$ cat config.mk
export PLATFORM = sky130hd
export DESIGN_NAME = pixel_data_parser
export DESIGN_NICKNAME = d
export VERILOG_FILES = /design/src/rtl/pixel_data_parser.sv
export SDC_FILE = /design/constraint.sdc
export NUM_CORES = 2
export LEC_CHECK = 0
export CAP_MARGIN = 20
export CORE_MARGIN = 2
export CORE_UTILIZATION = 40
export CTS_BUF_LIST = sky130_fd_sc_hd__clkbuf_4 sky130_fd_sc_hd__clkbuf_8
export CTS_CLUSTER_DIAMETER = 80
export CTS_CLUSTER_SIZE = 16
export DETAILED_ROUTE_END_ITERATION = 8
export GPL_TIMING_DRIVEN = 0
export PLACE_DENSITY = 0.62
export SLEW_MARGIN = 20
export SYNTH_ARGS = -nofsm -noshare
export SYNTH_HDL_FRONTEND = slang
export SYNTH_SLANG_ARGS = --single-unit
$ cat constraint.sdc
create_clock -name rx_pixel_clk -period 4.8 [get_ports rx_pixel_clk]
set_input_delay 0.72 -clock rx_pixel_clk [delete_from_list [all_inputs] [get_ports rx_pixel_clk]]
set_output_delay 0.72 -clock rx_pixel_clk [all_outputs]
set_load 0.005 [all_outputs]
$ cat src/rtl/pixel_data_parser.sv
// pixel_data_parser: hunts SOF, validates repeated headers, reassembles DLEN payload bytes, checks EOF.
// Rev 1.0
`default_nettype none

module pixel_data_parser #(
  parameter int unsigned DLEN       = 32'h002b,
  parameter logic [7:0]  PHL_ID     = 8'h00,
  parameter int unsigned HDR_REPEAT = 2
) (
  input  logic              rx_pixel_clk,
  input  logic              rst_n,
  input  logic [63:0]       pixel_value,
  input  logic              pixel_valid,
  output logic [DLEN*8-1:0] data,
  output logic [7:0]        dtype,
  output logic              data_valid,
  output logic              busy,
  output logic              err,
  output logic [1:0]        err_code
);

  localparam int unsigned R          = DLEN % 6;
  localparam int unsigned CW         = $clog2(DLEN + 6);
  localparam bit          NEEDS_EOF2 = (R == 0) || (R == 5);

  typedef enum logic [2:0] {
    S_HUNT = 3'd0,
    S_HDR  = 3'd1,
    S_PAY  = 3'd2,
    S_EOF2 = 3'd3,
    S_DONE = 3'd4,
    S_ERR  = 3'd5
  } state_t;

  state_t          state;
  logic [47:0]     hdr_first;
  logic [1:0]      hdr_cnt;
  logic [CW-1:0]   byte_cnt;

  logic [47:0]     w;
  logic [31:0]     len_field;
  logic            bad_copy;
  logic            last_word;
  logic            eof_in_last;
  logic            eof2_ok;
  logic            unused_hi;

  assign w         = pixel_value[47:0];
  assign unused_hi = ^pixel_value[63:48];
  assign len_field = {w[15:8], w[23:16], w[31:24], w[39:32]};
  assign bad_copy  = (w[47:40] != PHL_ID) || ((hdr_cnt != 2'd0) && (w != hdr_first));
  assign last_word = (32'(byte_cnt) + 32'd6) >= DLEN;

  // Where the AA/DD marker bytes land depends only on DLEN mod 6.
  generate
    if (R == 0) begin : g_eof_r0
      assign eof_in_last = 1'b1;
      assign eof2_ok     = (w[15:0] == 16'hDDAA);
    end else if (R == 5) begin : g_eof_r5
      assign eof_in_last = (w[47:40] == 8'hAA);
      assign eof2_ok     = (w[7:0] == 8'hDD);
    end else begin : g_eof_rn
      assign eof_in_last = (w[R*8 +: 8] == 8'hAA) && (w[(R+1)*8 +: 8] == 8'hDD);
      assign eof2_ok     = 1'b1;
    end
  endgenerate

  always_ff @(posedge rx_pixel_clk) begin
    if (!rst_n) begin
      state      <= S_HUNT;
      hdr_first  <= '0;
      hdr_cnt    <= '0;
      byte_cnt   <= '0;
      data       <= '0;
      dtype      <= '0;
      data_valid <= 1'b0;
      busy       <= 1'b0;
      err        <= 1'b0;
      err_code   <= '0;
    end else begin
      data_valid <= 1'b0;
      err        <= 1'b0;
      case (state)
        S_HUNT: begin
          if (pixel_valid && (w[15:0] == 16'hFFEA)) begin
            state   <= S_HDR;
            busy    <= 1'b1;
            hdr_cnt <= '0;
          end
        end
        S_HDR: begin
          if (pixel_valid) begin
            if (hdr_cnt == 2'd0) hdr_first <= w;
            if (bad_copy) begin
              state    <= S_ERR;
              err      <= 1'b1;
              err_code <= 2'd1;
              busy     <= 1'b0;
            end else if (len_field != DLEN) begin
              state    <= S_ERR;
              err      <= 1'b1;
              err_code <= 2'd2;
              busy     <= 1'b0;
            end else if (32'(hdr_cnt) == HDR_REPEAT - 1) begin
              state    <= S_PAY;
              byte_cnt <= '0;
            end else begin
              hdr_cnt <= hdr_cnt + 2'd1;
            end
          end
        end
        S_PAY: begin
          if (pixel_valid) begin
            // Lanes that would fall beyond the payload are dropped, never indexed.
            for (int k = 0; k < 6; k++) begin
              if (32'(byte_cnt) + 32'(k) < DLEN)
                data[(32'(byte_cnt) + 32'(k))*8 +: 8] <= w[k*8 +: 8];
            end
            byte_cnt <= byte_cnt + CW'(6);
            if (last_word) begin
              if (!eof_in_last) begin
                state    <= S_ERR;
                err      <= 1'b1;
                err_code <= 2'd3;
                busy     <= 1'b0;
              end else if (NEEDS_EOF2) begin
                state <= S_EOF2;
              end else begin
                state      <= S_DONE;
                data_valid <= 1'b1;
                dtype      <= hdr_first[7:0];
                busy       <= 1'b0;
              end
            end
          end
        end
        S_EOF2: begin
          if (pixel_valid) begin
            if (eof2_ok) begin
              state      <= S_DONE;
              data_valid <= 1'b1;
              dtype      <= hdr_first[7:0];
              busy       <= 1'b0;
            end else begin
              state    <= S_ERR;
              err      <= 1'b1;
              err_code <= 2'd3;
              busy     <= 1'b0;
            end
          end
        end
        S_DONE:  state <= S_HUNT;
        S_ERR:   state <= S_HUNT;
        default: state <= S_HUNT;
      endcase
    end
  end

endmodule

`default_nettype wire

After elaboration in Yosys (flattened, before gate mapping)

Cells that the tools add are included.

Register bits after elaboration: 416
Bits of input ports: 67
Output and inout bits: 357
Word-level logic and storage cells: 166

$add $sub $neg: 14
Order comparisons: 7
Equality and inequality tests: 22
Shifts and indexed selects: 12
Multiplexer cells: 81
Reductions and logical operators: 20

Operators by type and width:

| cell                                                                     | count |
|---|---|
| 344-bit 2-to-1 mux                                                       | 21 |
| 344-bit bitwise mux                                                      | 6 |
| 8-bit by 34-bit variable shift with 344-bit output, first input constant | 6 |
| 8-bit by 34-bit indexed part select with 344-bit output                  | 6 |
| 10-bit negator with 34-bit output                                        | 5 |
| 32-bit by 6-bit < comparator with 1-bit output, second input constant    | 5 |
| 48-bit inequality test                                                   | 1 |
| 9-bit negator with 34-bit output                                         | 1 |
| 8-bit 2-to-1 mux                                                         | 4 |
| 32-bit by 6-bit inequality test with 1-bit output, second input constant | 1 |
| 6-bit 2-to-1 mux                                                         | 5 |
| 3-bit 2-to-1 mux                                                         | 8 |
| 6-bit AND reduction                                                      | 4 |
| 2-bit 2-to-1 mux                                                         | 11 |
| 2-bit inequality test, second input constant                             | 11 |
| 6-bit by 3-bit adder with 7-bit output, second input constant            | 3 |
| 1-bit 2-to-1 mux                                                         | 18 |
| 16-bit == test, second input constant                                    | 1 |
| 8-bit == test, second input constant                                     | 2 |
| 8-bit one-hot mux with 2 select lines                                    | 1 |
| 6-bit by 2-bit adder with 7-bit output, second input constant            | 2 |
| 3-bit one-hot mux with 4 select lines                                    | 1 |
| 6-bit one-hot mux with 2 select lines                                    | 1 |
| 2-bit one-hot mux with 2 select lines                                    | 2 |
| other kinds (23)                                                         | 30 |

Depth between registers and ports, before layout

Depth in word-level cells: 29
Depth in mapped cells: 20
Depth with buffers taken out: 12

Worst setup path after synthesis

OpenSTA, ideal clock, no wires.

Kind: register -> register
Start point: register byte_cnt[1]
End point: register data[192]
Library setup time: 70 ps
Data arrival time: 4272 ps
Data required time: 4730 ps
Path slack: 458 ps
Stages on the path, launching flop included: 18
Path buffers: 6
Clock period less this slack: 4342 ps
Cells stage by stage: dfxtp_1 > clkbuf_2 > buf_2 > buf_2 > clkbuf_1 > clkinv_1 > clkbuf_1 > ha_1 > clkbuf_1 > nor2b_1 > nand3_1 > nor2_1 > ha_1 > nand2_1 > or4_4 > nor3_4 > mux2_2 > a21oi_1

Word-level cells in the longest chain between the ends: 29
Elaborated cells between the ends (all ways): 56
Classes of those cells: add/sub: 11; order compare: 6; shift: 12; mux: 27

Ends and longest elaborated chain:

| what                                                                                       | RTL line | text |
|---|---|---|
| start: declaration                                                                         | 38       | `logic [CW-1:0] byte_cnt;` |
| start signal: assignment                                                                   | 119      | `byte_cnt <= byte_cnt + CW'(6);` |
| parallel branches: the longest is 28 deep, another holds 10-bit negator with 34-bit output | --       |  |
| 344-bit 2-to-1 mux (*)                                                                     | 116      | `if (32'(byte_cnt) + 32'(k) < DLEN)` |
| end signal: indexed assignment                                                             | 117      | `data[(32'(byte_cnt) + 32'(k))*8 +: 8] <= w[k*8 +: 8];` |
| end: declaration                                                                           | 14       | `output logic [DLEN*8-1:0] data,` |

Every way passes the cells marked *. The select of a mux whose other input is x is not followed.
A chain may end at the register's enable or synchronous reset.

Worst setup path after layout

Start point: register byte_cnt[2]
End point: register data[42]

Same word-level chain as after synthesis.

==> impl_metrics.py <==
metrics = {
    "run_status": {
        "outcome": "finished with violations",
        "violations": "negative setup slack",
    },
    "finish": {
        "areaGrowthSynthToFinish_pct": 22.8,
        "multi_input_area_sq_mm": 0.0194,
        "fillers": 7321,
        "layout.nets": 4468,
        "final_util": 0.496,
        "final_cells": 5368,
        "fin_area_sq_mm": 0.0354,
        "drive_above_1_share": 0.0893,
        "ff_latch_area_sq_mm": 0.00831,
    },
    "power": {
        "ir_drop_v": 0.000192,
        "power.leakage_nw": 11.2,
        "power.density_mw_per_mm2": 184,
    },
    "timing": {
        "tightest_slew_ns": 1.34,
        "max_slew_margin": 0.109,
        "hold_viol_final": 0,
        "post-route-period-util": 1.00,
        "layout_min_cycle_time_ns": 4.81,
        "final_max_slew_viol_count": 0,
        "finalWorstSetupSlack_ns": -0.00979,
        "clock_skew_ns": 0.0323,
        "fmax_mhz": 208,
        "holdWs_ns": 0.471,
        "setup_viol": 2,
        "rsz0062_at_grt": "yes",
    },
    "yosys": {
        "synthFlopType": "dfxtp_1",
        "seq_area_frac_synth": 0.288,
        "netlist_area_sq_mm": 0.0288,
        "synthTopCellsByCount": "nand2_1 (419), dfxtp_1 (415), nor2_1 (401)",
        "ys_types": 93,
        "ys_seq_elements": 415,
        "synth.most_common_cell": "nand2_1",
        "synth_top_cell_by_area": "dfxtp_1",
        "synth_area_leaders": "dfxtp_1 (29%), o21ai_0 (6.3%), mux2i_1 (5.8%), a21oi_1 (5.6%), nand2_1 (5.5%)",
        "async_reset_ff_frac": 0,
        "yosysWarnings": 0,
        "synth_edf_count": 0,
        "synth_top_area_share": 0.288,
        "synthesis.instances": 3945,
        "synth_area_per_cell_sq_um": 7.30,
    },
    "critical_path": {
        "cp_top_family": "simple AND/OR/NAND/NOR gates",
        "required_ns": 5.38,
        "startpoint_type": "flip-flop",
        "cp.arrival_ns": 5.39,
        "max_stage_delay_ns": 1.05,
        "worst_path_max_delay_cell": "nor3_1",
        "critical_path.endpoint_type": "flip-flop",
        "critPathKind": "flip-flop to flip-flop",
        "path_cells": "ha_1, buf_2, buf_2, inv_1, nor2_1, inv_1, ha_1, nor3b_1, nand2_1, nor3_1, nand2_1, clkbuf_1, a211o_1, a21oi_1",
        "cp_max_fo": 10,
        "crit_buf_inv": 5,
    },
    "global_route": {
        "grt_usage": 0.469,
        "antenna_found_initial": 14,
        "grt_pass1_wl_microns": 251000,
        "grt.overflow.total": 0,
        "grt_pass1_vias": 33262,
        "grt_max_degree": 20,
    },
    "routing": {
        "routed_wl_microns": 183000,
        "antenna_left": 0,
        "vias": 36876,
        "wl_per_cell_microns": 34.2,
        "drc": 0,
        "vias_per_cell": 6.87,
        "firstDrtPassIters": 7,
        "drtIter0Drc": 6422,
    },
    "floorplan": {
        "rows": 98,
        "die_w_microns": 272,
        "io_pins": 424,
        "start_util": 0.404,
        "fp.dieH_microns": 272,
        "core-area_sq_mm": 0.0714,
        "dieArea_sq_mm": 0.0742,
    },
    "run": {
        "maxCapViolCount": 0,
    },
    "clocking": {
        "numClockSinks": 415,
        "cts_htree_levels": 2,
        "cts_tree": "done",
        "insertion_delay_ns": 0.71,
        "hold_buffers": 0,
        "ctsLongestPathBuffers": 3,
        "cts_buffers": 38,
        "root_buffer": "clkbuf_8",
        "clkTransAtPathRegs_ns": 0.10,
    },
    "place": {
        "place_area_sq_mm": 0.0340,
        "dp_cells": 5288,
        "finalWeightedCongestion": 1.05,
        "io_buffers": 375,
        "pre_cts_slack_ns": -2.18,
        "place_hpwl_microns": 138000,
    },
    "worst_hold_path": {
        "worstHoldPathType": "flip-flop to flip-flop",
    },
}
-- cells by family after synthesis --
group	Yosys count	share of synthesized area
simple gates	1472	0.241
compound gates	1260	0.276
flops	415	0.288
buf+inv	413	0.0552
mux	300	0.110
xor+xnor	65	0.0213
fa+ha+maj	18	0.00782
other cells	2	0.000261
-- power by group --
group / total, mW / leakage [nW] / internal (mW) / switching, mW
Combinational: 0.536 / 7.44 / 0.0878 / 0.448
Clock: 2.54 / 0.404 / 0.992 / 1.55
Sequential: 3.44 / 3.34 / 3.44 / 0.00000382
-- worst reg2reg max path, delay by kind of cell (launching register included) --
kind	cells	cell delay, ns
buf+inv	5	1.03
simple gates	5	2.38
flops	1	0.39
compound gates	2	0.51
fa+ha+maj	2	0.39
-- state kept, by name (all words and copies together), names as in the netlist, 2 cells and up --
name       flops
data         344
state          3
hdr_cnt        2
byte_cnt       5
err_code       2
hdr_first     48
dtype          8
-- cell usage in the layout, fill, tap and decap left out, types with 14 or more instances in the layout --
master	netlist	routed
nand2b_1	28	28
o21ai_0	361	359
a22oi_1	35	35
nor4_1	30	15
xnor2_1	58	55
nor2b_1	22	21
buf_1	15	14
clkbuf_1	343	311
nand2_1	419	416
buf_4	3	22
nor3_2	10	14
clkbuf_8	0	41
nand3_1	123	120
nand4_1	57	57
buf_2	22	22
and2_1	25	25
mux2i_1	166	165
nor2_1	401	392
a211oi_1	144	143
or3_1	26	26
o211ai_1	52	52
a31oi_1	67	63
inv_1	27	27
clkbuf_2	1	26
clkdlybuf4s50_1	0	375
mux2_2	134	134
ha_1	18	16
a211o_1	35	35
o221ai_1	21	21
dfxtp_1	415	415
nor3_1	243	235
a32oi_1	49	49
a21oi_1	321	320
diode_2	0	15
o22ai_1	19	19
-- per-layer routing --
metal | routed length, microns | part of all wire | track usage | vias up
li1 | - | - | - | 15449
met1 | 72400 | 0.39 | 0.633 | 17531
met2 | 72700 | 0.40 | 0.655 | 3181
met3 | 27500 | 0.15 | 0.167 | 704
met4 | 10700 | 0.058 | 0.234 | 11
met5 | 120 | 0.00065 | 0 | -
-- worst paths after layout --
path,to,cells past startpoint,start,slack [ns]
max,data[42]$_SDFFE_PN0P_,14,byte_cnt[2]$_SDFFE_PN0P_,-0.01
min reg2reg,hdr_first[38]$_SDFFE_PN0P_,2,hdr_first[38]$_SDFFE_PN0P_,0.47
min,hdr_first[38]$_SDFFE_PN0P_,2,hdr_first[38]$_SDFFE_PN0P_,0.47
max reg2reg,data[42]$_SDFFE_PN0P_,14,byte_cnt[2]$_SDFFE_PN0P_,-0.01
-- repair_timing --
item	CTS	global route
pin swaps	3	1
setup endpoints to repair	357	244
buffers inserted	7	1
resized for setup	55	53
-- cell type report --
type,count,area share
Tap cell,950,0.0336
Timing Repair Buffer,400,0.112
Clock inverter,19,0.00644
Clock buffer,41,0.0160
Sequential cell,415,0.235
Antenna cell,15,0.00106
Multi-Input combinational cell,3119,0.549
Buffer,380,0.0431
Inverter,29,0.00322
-- stage by stage --
step | setup TNS [ns] | total power [mW]
after CTS | 0 | 6.43
after global placement | -534.69 | 4.00
after floorplan | 0 | 3.72
after global routing | -0.0214 | 6.59
after detailed placement | -496.80 | 4.00
final | -0.0123 | 6.52
No activity file was read; power rests on OpenSTA's default activity.
